--- config.mk ---
export PLATFORM = sky130hd
export DESIGN_NAME = hex_operand_loader
export DESIGN_NICKNAME = d
export VERILOG_FILES = /design/src/rtl/hex_lab_pkg.sv /design/src/rtl/btn_debounce.sv /design/src/rtl/hex_operand_loader.sv
export SDC_FILE = /design/constraint.sdc
export NUM_CORES = 1
export LEC_CHECK = 0
export ABC_AREA = 0
export CORE_MARGIN = 5
export CORE_UTILIZATION = 53
export CTS_CLUSTER_SIZE = 14
export DETAILED_ROUTE_END_ITERATION = 10
export DONT_BUFFER_PORTS = 1
export PLACE_DENSITY = 0.76
export SYNTH_ARGS = -nofsm -noshare
export SYNTH_HDL_FRONTEND = slang
export SYNTH_SLANG_ARGS = --single-unit
--- constraint.sdc ---
create_clock -name clk -period 1.2 [get_ports clk]
set_input_delay 0.18 -clock clk [delete_from_list [all_inputs] [get_ports clk]]
set_output_delay 0.18 -clock clk [all_outputs]
set_load 0.02 [all_outputs]
--- src/rtl/hex_lab_pkg.sv ---
`default_nettype none
// ============================================================================
// Module      : hex_lab_pkg
// Description : Shared state encodings and default width for the hex adder
//               operand-entry front end.
// Revision    : 1.0 - initial release
// ============================================================================
package hex_lab_pkg;

  // Default operand width; must match the adder width.
  localparam int WIDTH_DEFAULT = 4;

  // Entry FSM encodings, also shown directly on the board LEDs.
  localparam logic [1:0] ST_LOAD_A  = 2'd0;
  localparam logic [1:0] ST_LOAD_B  = 2'd1;
  localparam logic [1:0] ST_COMPUTE = 2'd2;
  localparam logic [1:0] ST_SHOW    = 2'd3;

  typedef enum logic [1:0] {
    S_LOAD_A  = ST_LOAD_A,
    S_LOAD_B  = ST_LOAD_B,
    S_COMPUTE = ST_COMPUTE,
    S_SHOW    = ST_SHOW
  } state_e;

endpackage
`default_nettype wire

--- src/rtl/btn_debounce.sv ---
`default_nettype none
// ============================================================================
// Module      : btn_debounce
// Description : Two-flop synchroniser, level debouncer and rising-edge pulse
//               for a raw asynchronous push-button.
// Revision    : 1.0 - initial release
// ============================================================================
module btn_debounce #(
  parameter int DEBOUNCE_CYCLES = 4
) (
  input  logic clk,
  input  logic rst,
  input  logic btn,
  output logic press
);

  localparam int         C_CNT_W = (DEBOUNCE_CYCLES < 2) ? 1 : $clog2(DEBOUNCE_CYCLES + 1);
  localparam logic [C_CNT_W-1:0] C_CNT_LAST = C_CNT_W'(DEBOUNCE_CYCLES - 1);

  logic               sync1_q;
  logic               sync2_q;   // synchronised button (btn delayed 2 cycles)
  logic               level_q;   // accepted debounced level
  logic [C_CNT_W-1:0] cnt_q;     // consecutive cycles sync2_q has disagreed with level_q
  logic               press_q;

  // Synchronise, count disagreeing cycles, accept the new level after a full run, pulse on 0->1.
  always_ff @(posedge clk) begin
    if (rst) begin
      sync1_q <= 1'b0;
      sync2_q <= 1'b0;
      level_q <= 1'b0;
      cnt_q   <= '0;
      press_q <= 1'b0;
    end else begin
      sync1_q <= btn;
      sync2_q <= sync1_q;
      press_q <= 1'b0;
      if (sync2_q == level_q) begin
        cnt_q <= '0;
      end else if (cnt_q == C_CNT_LAST) begin
        // This is the DEBOUNCE_CYCLES-th consecutive disagreeing sample.
        level_q <= sync2_q;
        cnt_q   <= '0;
        press_q <= sync2_q;
      end else begin
        cnt_q <= cnt_q + C_CNT_W'(1);
      end
    end
  end

  assign press = press_q;

endmodule
`default_nettype wire

--- src/rtl/hex_operand_loader.sv ---
`default_nettype none
// ============================================================================
// Module      : hex_operand_loader
// Description : Captures operands A, B and carry-in from switches on
//               debounced presses, drives them to the external adder and
//               registers the adder result for display.
// Revision    : 1.0 - initial release
// ============================================================================
module hex_operand_loader
  import hex_lab_pkg::*;
#(
  parameter int DEBOUNCE_CYCLES = 4,
  parameter int WIDTH           = WIDTH_DEFAULT
) (
  input  logic             clk,
  input  logic             rst,
  input  logic [WIDTH-1:0] sw,
  input  logic             cin_sw,
  input  logic             btn,
  output logic [WIDTH-1:0] op_a,
  output logic [WIDTH-1:0] op_b,
  output logic             op_cin,
  input  logic [WIDTH-1:0] sum_in,
  input  logic             cout_in,
  output logic [WIDTH:0]   result,
  output logic             result_valid,
  output logic [1:0]       state_led
);

  logic w_press;

  btn_debounce #(
    .DEBOUNCE_CYCLES (DEBOUNCE_CYCLES)
  ) u_debounce (
    .clk   (clk),
    .rst   (rst),
    .btn   (btn),
    .press (w_press)
  );

  state_e           state_q;
  logic [WIDTH-1:0] op_a_q;
  logic [WIDTH-1:0] op_b_q;
  logic             op_cin_q;
  logic [WIDTH:0]   result_q;
  logic             valid_q;

  // Entry FSM: A on first press, B/cin on second, one settle cycle, then hold the result.
  always_ff @(posedge clk) begin
    if (rst) begin
      state_q  <= S_LOAD_A;
      op_a_q   <= '0;
      op_b_q   <= '0;
      op_cin_q <= 1'b0;
      result_q <= '0;
      valid_q  <= 1'b0;
    end else begin
      case (state_q)
        S_LOAD_A: begin
          if (w_press) begin
            op_a_q  <= sw;
            state_q <= S_LOAD_B;
          end
        end
        S_LOAD_B: begin
          if (w_press) begin
            op_b_q   <= sw;
            op_cin_q <= cin_sw;
            state_q  <= S_COMPUTE;
          end
        end
        S_COMPUTE: begin
          // Operands have been stable on the adder for a full cycle here.
          result_q <= {cout_in, sum_in};
          valid_q  <= 1'b1;
          state_q  <= S_SHOW;
        end
        S_SHOW: begin
          if (w_press) begin
            valid_q <= 1'b0;
            state_q <= S_LOAD_A;
          end
        end
        default: state_q <= S_LOAD_A;
      endcase
    end
  end

  assign op_a         = op_a_q;
  assign op_b         = op_b_q;
  assign op_cin       = op_cin_q;
  assign result       = result_q;
  assign result_valid = valid_q;
  assign state_led    = state_q;

endmodule
`default_nettype wire

==> results by group <==
Die
  – Die ar.: 0.002738 mm2
  – Die height: about 52 um
  – FP Rows: 15
  – Core footprint: around 0.0017 mm2
  – Die width: ~52 um
  – Io pins: 30
  – Starting density of the core: approximately 56%

GRT
  – Tot GR Track Use: ~15%
  – Initial antenna violation count: 0
  – First-pass GRT wire length: between 3000 and 4000 um
  – Grt ovf: 0
  – Vias in the first global route: 699
  – Largest net degree at the start of global routing: 21

Synth
  – Synth area leaders: dfxtp_1 (51%), ha_1 (9.2%), mux2i_1 (6.3%), a21oi_1 (5.3%), nand3_1 (4.7%)
  – Yosys warns: 0
  – Top-area cell type share of the netlist area: between 50 and 60%
  – Yosys top cell by area: dfxtp_1
  – FF+latch count, synth: 24
  – Cell area after synthesis: approximately 950 um2
  – Register area share after synthesis: between 50% and 60%
  – Unique masters post-synth: 20
  – Gate count of the mapped netlist: 100
  – Syn avg cell area: 9.497 um2
  – Syn nets: 120

Setup path
  – Crit path max fanout: 3
  – Crit Path Class: flop to flop
  – Worst Path Arrival: between 1 and 1.5 ns
  – CP endpoint kind: flop
  – Crit path launch type: flop
  – CP Data Required Time: between 1 and 1.5 ns

Final layout
  – Commonest non-fill, non-tap cell in the layout: dfxtp_1
  – Most frequent cells in the layout: dfxtp_1 (19), nand2_1 (11), a21oi_1 (10), buf_4 (10), nand3_1 (9)
  – Multi-input logic area: just over 500 um2
  – Filler cells: approximately 120
  – Share of cells above drive strength 1: between 20 and 30%
  – Final instance area: 0.001276 mm2
  – ANT cells: 0
  – Reg area: just under 500 um2
  – Number of nets in the layout: between 100 and 150
  – Non-filler cells, final: between 100 and 150
  – Area growth syn-to-layout: 34.39%

Detailed routing
  – ANT nets after route: 0
  – Avg WL per Cell: between 10 and 15 um
  – DRC viols: 0
  – DR iter-0 viols: 8
  – Final WL: ~1900 um
  – Vias after detailed routing: about 760
  – Vias per cell: 5.271
  – DRT Pass-1 Iters: 4

Timing
  – Fin crit share: about 100%
  – Hold Fails Final Rpt: 0
  – Slew margin rel.: a little over half
  – Max Transition Viols Final: 0
  – Tightest Pin Transition: a little over 0.7 ns
  – Fmax: 0.8364 GHz
  – Post-Route Skew: between 0.007 and 0.008 ns
  – Final Critical Period: 1.196 ns
  – Final setup fails: 0
  – Setup TNS: 0 ns
  – Worst hold slack: ~0.013 ns
  – RSZ-0062 raised after global routing: yes

Clock network
  – CTS root buf: clkbuf_4
  – Clk slew on worst S/H paths: between 0.1 and 0.15 ns
  – CTS Buf Count: 3
  – CTS HTree Levels: 1
  – Worst-Skew Late Latency: around 0.32 ns
  – CTS tree: yes
  – CTS max path bufs: 2
  – Clock Sinks: 24

Placed design
  – RD Place Congestion: between 0.6 and 0.7
  – Cell Area, Placed: between 0.001 and 0.0015 mm2
  – DP HPWL: 1259 um
  – Port Buffers: 0
  – Placed Cells incl. Taps: around 130

Pwr
  – PD cells: 1525 mW/mm2
  – P_leak: around 0.45 nW
  – Peak supply drop: about 1100 uV
  – Total chip power: just under 0.002 W

Outcome
  – Status: complete, no violations

Worst hold path
  – Hold Path Class: input pin to flop

Run
  – Max cap viols: 0
[what timing repair did]
action	in CTS	in global routing
hold buffers	7	1
resized for setup	7	10
buffers inserted	0	3
endpoints found under the setup margin	13	18
pin swaps	4	6
endpoints found under the hold margin	20	1
[state kept, by name (all words and copies together), names as in the netlist]
signal              cells
result                  5
op_a                    4
op_b                    4
u_debounce.cnt_q        3
state_led               2
op_cin                  1
result_valid            1
u_debounce.level_q      1
u_debounce.press        1
u_debounce.sync1_q      1
u_debounce.sync2_q      1
[layout make-up]
cell class	count	share of cell area, %
Sequential cell	24	38.53
Tap cell	25	2.451
Clock buffer	3	1.765
Inverter	4	1.569
Multi-Input combinational cell	68	40.29
Timing Repair Buffer	19	13.04
Clock inverter	1	2.353
[kinds of logic after synthesis]
family                     count (synthesis)  share of synthesized area (%)
adders and majority gates                  7                          9.222
AOI/OAI and AO/OA                         13                          7.247
xor gates and xnor gates                   1                         0.9224
DFF                                       24                          50.59
buffers and inverters                      8                          3.556
muxes                                      6                          6.324
and+or+nand+nor                           41                          22.13
[per-stage QoR]
| stage | worst slack [ns] | utilization (%) |
|---|---|---|
| after global routing | -0.06819 | 74.73 |
| final | 0.004410 | 74.73 |
| after detailed placement | -0.02283 | 61.69 |
| after global placement | 0.01325 | 61.69 |
| after floorplan | 0.004339 | - |
| after CTS | -0.02997 | 70.48 |
[synthesized netlist by cell type]
master / count
o41ai_1: 1
dfxtp_1: 24
or3_4: 1
nand2_1: 12
nor3_2: 1
nand3_1: 9
ha_1: 7
inv_1: 4
nor3_1: 1
nor2_2: 3
mux2i_1: 6
a21oi_1: 10
clkbuf_1: 1
buf_2: 3
nor2b_1: 4
o21ai_0: 2
nor3b_1: 1
xnor2_1: 1
and4bb_2: 1
nor2_1: 8
[report_power, final]
part / switching (W) / total, W / internal (W)
Sequential: 0.0000531 / 0.000888 / 0.000835
Combinational: 0.000240 / 0.000479 / 0.000239
Clock: 0.000241 / 0.000579 / 0.000338
Total: 0.000534 / 0.00195 / 0.00141
[worst max-delay path, stage by stage (launching register included)]
cell and delay, ns:
dfxtp_2 0.36, ha_4 0.16, ha_4 0.15, or3_4 0.40
nor2_4 0.09
[per-layer routing]
layer | vias to the layer above | global-route usage [%] | wire length [um]
li1 | 375 | - | -
met3 | 5 | 3.134 | 97
met5 | - | 0 | 0
met2 | 18 | 27.07 | 1036
met1 | 361 | 15.70 | 758
met4 | 0 | 7.660 | 37
[worst paths after layout]
path / from / end / slack, ns / cells after the start
setup / recovery: u_debounce.cnt_q[0] / u_debounce.cnt_q[0] / 0.004 / 4
hold reg to reg: u_debounce.sync1_q / u_debounce.sync2_q / 0.46 / 1
hold / removal: sum_in[0] / result[0] / 0.01 / 2
setup reg to reg: u_debounce.cnt_q[0] / u_debounce.cnt_q[0] / 0.004 / 4
(Power assumes the default switching activity.)
